$ cat config.mk
export PLATFORM = sky130hd
export DESIGN_NAME = regfile_2r1w_sb
export DESIGN_NICKNAME = d
export VERILOG_FILES = /design/src/rtl/regfile_pkg.sv /design/src/rtl/regfile_scoreboard.sv /design/src/rtl/regfile_2r1w_sb.sv
export SDC_FILE = /design/constraint.sdc
export NUM_CORES = 2
export LEC_CHECK = 0
export ABC_CLOCK_PERIOD_IN_PS = 41000
export CORE_UTILIZATION = 35
export CTS_CLUSTER_SIZE = 20
export DETAILED_ROUTE_END_ITERATION = 10
export PLACE_DENSITY_LB_ADDON = 0.2
export SYNTH_ARGS = -nofsm -noshare
export SYNTH_HDL_FRONTEND = slang
export SYNTH_SLANG_ARGS = --single-unit
export TNS_END_PERCENT = 50
$ cat constraint.sdc
create_clock -name CK -period 41 [get_ports CK]
set_input_delay 6.15 -clock CK [delete_from_list [all_inputs] [get_ports CK]]
set_output_delay 6.15 -clock CK [all_outputs]
set_load 0.05 [all_outputs]
$ cat src/rtl/regfile_pkg.sv
// rtl/regfile_pkg.sv - shared types and helpers for the integer register file
package regfile_pkg;

    localparam int NREGS_DEF  = 32;
    localparam int ADDR_W_DEF = 5;

    typedef logic [ADDR_W_DEF-1:0] reg_addr_t;

    localparam reg_addr_t ZERO_REG = '0;

    // An address names real, writable state: not x0 and not past the array end.
    function automatic logic addr_live(input int addr, input int nregs);
        return (addr != int'(ZERO_REG)) && (addr < nregs);
    endfunction

endpackage

$ cat src/rtl/regfile_scoreboard.sv
// rtl/regfile_scoreboard.sv - per-register busy flags with flush/set/clear priority
module regfile_scoreboard
    import regfile_pkg::*;
#(
    parameter  int NREGS  = NREGS_DEF,
    localparam int ADDR_W = $clog2(NREGS)
) (
    input  logic              CK,
    input  logic              RESET,
    input  logic              set_en,
    input  logic [ADDR_W-1:0] set_addr,
    input  logic              wr_en,
    input  logic [ADDR_W-1:0] wr_addr,
    input  logic              flush,
    input  logic [ADDR_W-1:0] rd1_addr,
    input  logic [ADDR_W-1:0] rd2_addr,
    output logic              rd1_busy,
    output logic              rd2_busy
);

    logic [NREGS-1:0] busy_q;
    logic [NREGS-1:0] set_vec;
    logic [NREGS-1:0] clr_vec;

    always_comb begin
        set_vec = '0;
        clr_vec = '0;
        if (set_en && addr_live(int'(set_addr), NREGS)) begin
            set_vec[set_addr] = 1'b1;
        end
        if (wr_en && addr_live(int'(wr_addr), NREGS)) begin
            clr_vec[wr_addr] = 1'b1;
        end
    end

    // Set is OR'd in after the clear so a newly issued writer outranks the retiring one.
    always_ff @(posedge CK or posedge RESET) begin
        if (RESET) begin
            busy_q <= '0;
        end else if (flush) begin
            busy_q <= '0;
        end else begin
            busy_q <= (busy_q & ~clr_vec) | set_vec;
        end
    end

    always_comb begin
        rd1_busy = 1'b0;
        rd2_busy = 1'b0;
        if (addr_live(int'(rd1_addr), NREGS)) begin
            rd1_busy = busy_q[rd1_addr] && !(wr_en && wr_addr == rd1_addr);
        end
        if (addr_live(int'(rd2_addr), NREGS)) begin
            rd2_busy = busy_q[rd2_addr] && !(wr_en && wr_addr == rd2_addr);
        end
    end

endmodule

$ cat src/rtl/regfile_2r1w_sb.sv
// rtl/regfile_2r1w_sb.sv - 2-read 1-write register file with write bypass and busy scoreboard
module regfile_2r1w_sb
    import regfile_pkg::*;
#(
    parameter  int NBITS  = 32,
    parameter  int NREGS  = NREGS_DEF,
    localparam int ADDR_W = $clog2(NREGS)
) (
    input  logic              CK,
    input  logic              RESET,
    input  logic [ADDR_W-1:0] rs1_addr,
    output logic [NBITS-1:0]  rs1_data,
    output logic              rs1_busy,
    input  logic [ADDR_W-1:0] rs2_addr,
    output logic [NBITS-1:0]  rs2_data,
    output logic              rs2_busy,
    input  logic              wr_en,
    input  logic [ADDR_W-1:0] wr_addr,
    input  logic [NBITS-1:0]  wr_data,
    input  logic              sb_set_en,
    input  logic [ADDR_W-1:0] sb_set_addr,
    input  logic              flush
);

    logic [NBITS-1:0] regs [NREGS];
    logic             wr_live;
    logic             rs1_live;
    logic             rs2_live;

    assign wr_live  = wr_en && addr_live(int'(wr_addr), NREGS);
    assign rs1_live = addr_live(int'(rs1_addr), NREGS);
    assign rs2_live = addr_live(int'(rs2_addr), NREGS);

    always_ff @(posedge CK or posedge RESET) begin
        if (RESET) begin
            for (int i = 0; i < NREGS; i++) begin
                regs[i] <= '0;
            end
        end else if (wr_live) begin
            regs[wr_addr] <= wr_data;
        end
    end

    // RESET also masks the bypass path so decode sees zeros while reset is held.
    always_comb begin
        rs1_data = '0;
        rs2_data = '0;
        if (!RESET && rs1_live) begin
            rs1_data = (wr_live && wr_addr == rs1_addr) ? wr_data : regs[rs1_addr];
        end
        if (!RESET && rs2_live) begin
            rs2_data = (wr_live && wr_addr == rs2_addr) ? wr_data : regs[rs2_addr];
        end
    end

    regfile_scoreboard #(
        .NREGS (NREGS)
    ) u_scoreboard (
        .CK       (CK),
        .RESET    (RESET),
        .set_en   (sb_set_en),
        .set_addr (sb_set_addr),
        .wr_en    (wr_en),
        .wr_addr  (wr_addr),
        .flush    (flush),
        .rd1_addr (rs1_addr),
        .rd2_addr (rs2_addr),
        .rd1_busy (rs1_busy),
        .rd2_busy (rs2_busy)
    );

endmodule

==> results_dict.tcl <==
set metrics [dict create \
    final_cell_mix "mux2_2, dfrtp_1, mux4_2" \
    die_w_um 407 \
    route.detailed.drc 2 \
    cp_slowest_stage_delay_ns 0.80 \
    crit_type "input port to output pin" \
    worst_path_most_repeated_cell "buf_4" \
    critPathCaptureType "output pin" \
    antenna_found_initial 7 \
    ir_drop_mv 0.0386 \
    drive_gt1_share_pct 45.0 \
    start_kind "input port" \
    final_common_cell "mux2_2" \
    vias 37900 \
    die_h_um 407 \
    synth_flop_cell "dfrtp_1" \
    wl_um 207000 \
    grtUsageTotal_pct 25.0 \
    synth-async-reset-ratio_pct 100 \
    skew_ns 0 \
    slowest_stage "clkdlybuf4s50_1" \
    clk_latency_ns 0.74 \
    rsz0062_at_grt "false" \
    vias_per_cell 6.10 \
    gp_congestion 0.791 \
    period_minus_slack_ns 17.18 \
    grt_overflow 0 \
    port_buffers 122 \
    synthesis.area_um2 57300 \
    hold_viol 0 \
    tightest_slew_ns 1.24 \
    ys_types 59 \
    synthCells 4032 \
    synth_top_area_cell "dfrtp_1" \
    setup_viol 0 \
    slew_violations 0 \
    synth_top_cells_by_area "dfrtp_1, mux2_2, mux4_2" \
    synth_edf_count 0 \
    dp_slack_ns 23.86 \
    grt_max_degree 115 \
    yosysTopAreaCellShare_pct 46.1 \
    avgSynthCellArea_um2 14.2 \
    cts_sinks 1056 \
    synth_warnings 0 \
    yosysSeqAreaShare_pct 46.1 \
    required_ns 34.85 \
    syn2layout_area_growth_pct 12.3 \
    fmax_mhz 58.2 \
    htree_levels 3 \
    clkTransAtPathRegs_ns 0.06 \
    violations "design-rule violations" \
    nets 3994 \
    initial_utilization_pct 35.2 \
    cts.path.max_buffers 3 \
    synth_nets 4089 \
    finalSetupTns_ns 0 \
    ant_nets 0 \
    cts_tree "built" \
    crit_path_cell_trace "buf_8, buf_12, buf_4, buf_4, mux4_2, mux2_2, nand2_1, a2111oi_1, a21o_1, clkdlybuf4s50_1" \
    final.period_utilization_pct 41.9 \
    hold_buffers 0 \
    rows 148 \
    die_area_um2 165000 \
    wl_per_cell_um 33.4 \
    cp.arrival_ns 11.03 \
    first_global_vias 38500 \
    ys_seq_elements 1056 \
    cts_buffers 115 \
    crit_path_max_fanout 96 \
    hold_class "flip-flop to flip-flop" \
    dr.pass1.iters 8 \
    clockRootBuffer "clkbuf_16" \
    power_density_nw_per_um2 48.9 \
    fin_ws_ns 23.82 \
    first_iter_violations 3481 \
    n_fill_cell 15100 \
    drv_cap 0 \
    ios 123 \
    dp_hpwl_um 112000 \
    status "complete, but fails checks" \
    finish.utilization_pct 39.6 \
    grt_pass1_wl_um 298000 \
    core-area_um2 163000 \
    cts_setup_buffers 0 \
    power.leakage_nw 27.7 \
    maxSlewHeadroom_pct 16.9 \
    cts_resized 0 \
]
[per-layer routing]
metal / wire length, um / global-route usage [%]
met4: 7080 / 8.74
met5: 26 / 0
met3: 12000 / 3.65
met2: 100000 / 41.1
met1: 88000 / 33.6
[Yosys cell counts (all sizes together) (31+ instances only)]
| cell type | count |
|---|---|
| a22oi | 95 |
| a21o | 32 |
| a211oi | 31 |
| nor2b | 35 |
| o221ai | 87 |
| mux4 | 362 |
| a21oi | 77 |
| mux2i | 334 |
| clkbuf | 255 |
| buf | 204 |
| nor2 | 50 |
| dfrtp | 1056 |
| nand2 | 103 |
| mux2 | 1075 |
[registers in the layout, indices dropped and copies added (netlist names)]
name                 flops
regs                  1024
u_scoreboard.busy_q     32
[cell families (layout without fill, tap and decap cells)]
family,Yosys count,in the layout,share of synthesized area [%]
flops,1056,1056,46.1
xor+xnor,10,10,0.153
other cells,0,2,0
simple gates,247,247,2.08
compound gates,486,486,6.49
mux,1771,1771,41.2
buf+inv,462,464,4.02
[final cells by class]
cell class,instances,area [um^2],area share (%)
antenna,2,5.00,0.00777
clock buffer,167,3460,5.37
clock inverter,47,671,1.04
inverter,3,18.8,0.0291
multi-input combinational,2514,28900,44.9
sequential,1056,26400,41.0
tap,2175,2720,4.22
timing repair buffer,247,2220,3.45
[report_power, final]
| group | switching, W | total, W | internal [W] |
|---|---|---|---|
| combinational | 0.000276 | 0.000628 | 0.000352 |
| sequential | 0.000144 | 0.00138 | 0.00123 |
| clock | 0.000462 | 0.00114 | 0.000678 |
| total | 0.000882 | 0.00315 | 0.00226 |
[per-stage QoR]
| step | cells | hold WS (ns) | total power [W] | cell area, um^2 |
|---|---|---|---|---|
| after floorplan | 4032 | 0.441 | 0.00184 | 57300 |
| after global placement | 5994 | 0.384 | 0.00201 | 60300 |
| after detailed placement | 5995 | 0.388 | 0.00202 | 60300 |
| after CTS | 6209 | 0.401 | 0.00316 | 64400 |
| after global routing | 6211 | 0.412 | 0.00327 | 64400 |
| final | 6211 | 0.400 | 0.00315 | 64400 |
[path summary, 6_finish.rpt]
kind / cells past startpoint / endpoint / slack (ns) / startpoint
max: 10 / rs1_data[28] / 23.82 / rs1_addr[1]
min: 0 / regs[1019] / 0.40 / regs[1019]
max reg2reg: 1 / regs[733] / 40.19 / regs[733]
min reg2reg: 0 / regs[1019] / 0.40 / regs[1019]
max in group asynchronous: 9 / regs[982] / 28.32 / RESET
min in group asynchronous: 2 / regs[739] / 6.08 / RESET
[critical path: cells and delay by family]
kind	cells	cell delay, ns
compound gates	2	0.85
buf+inv	5	3.18
simple gates	1	0.08
mux	2	0.45
Note: power is estimated with default switching activity, not from simulation.
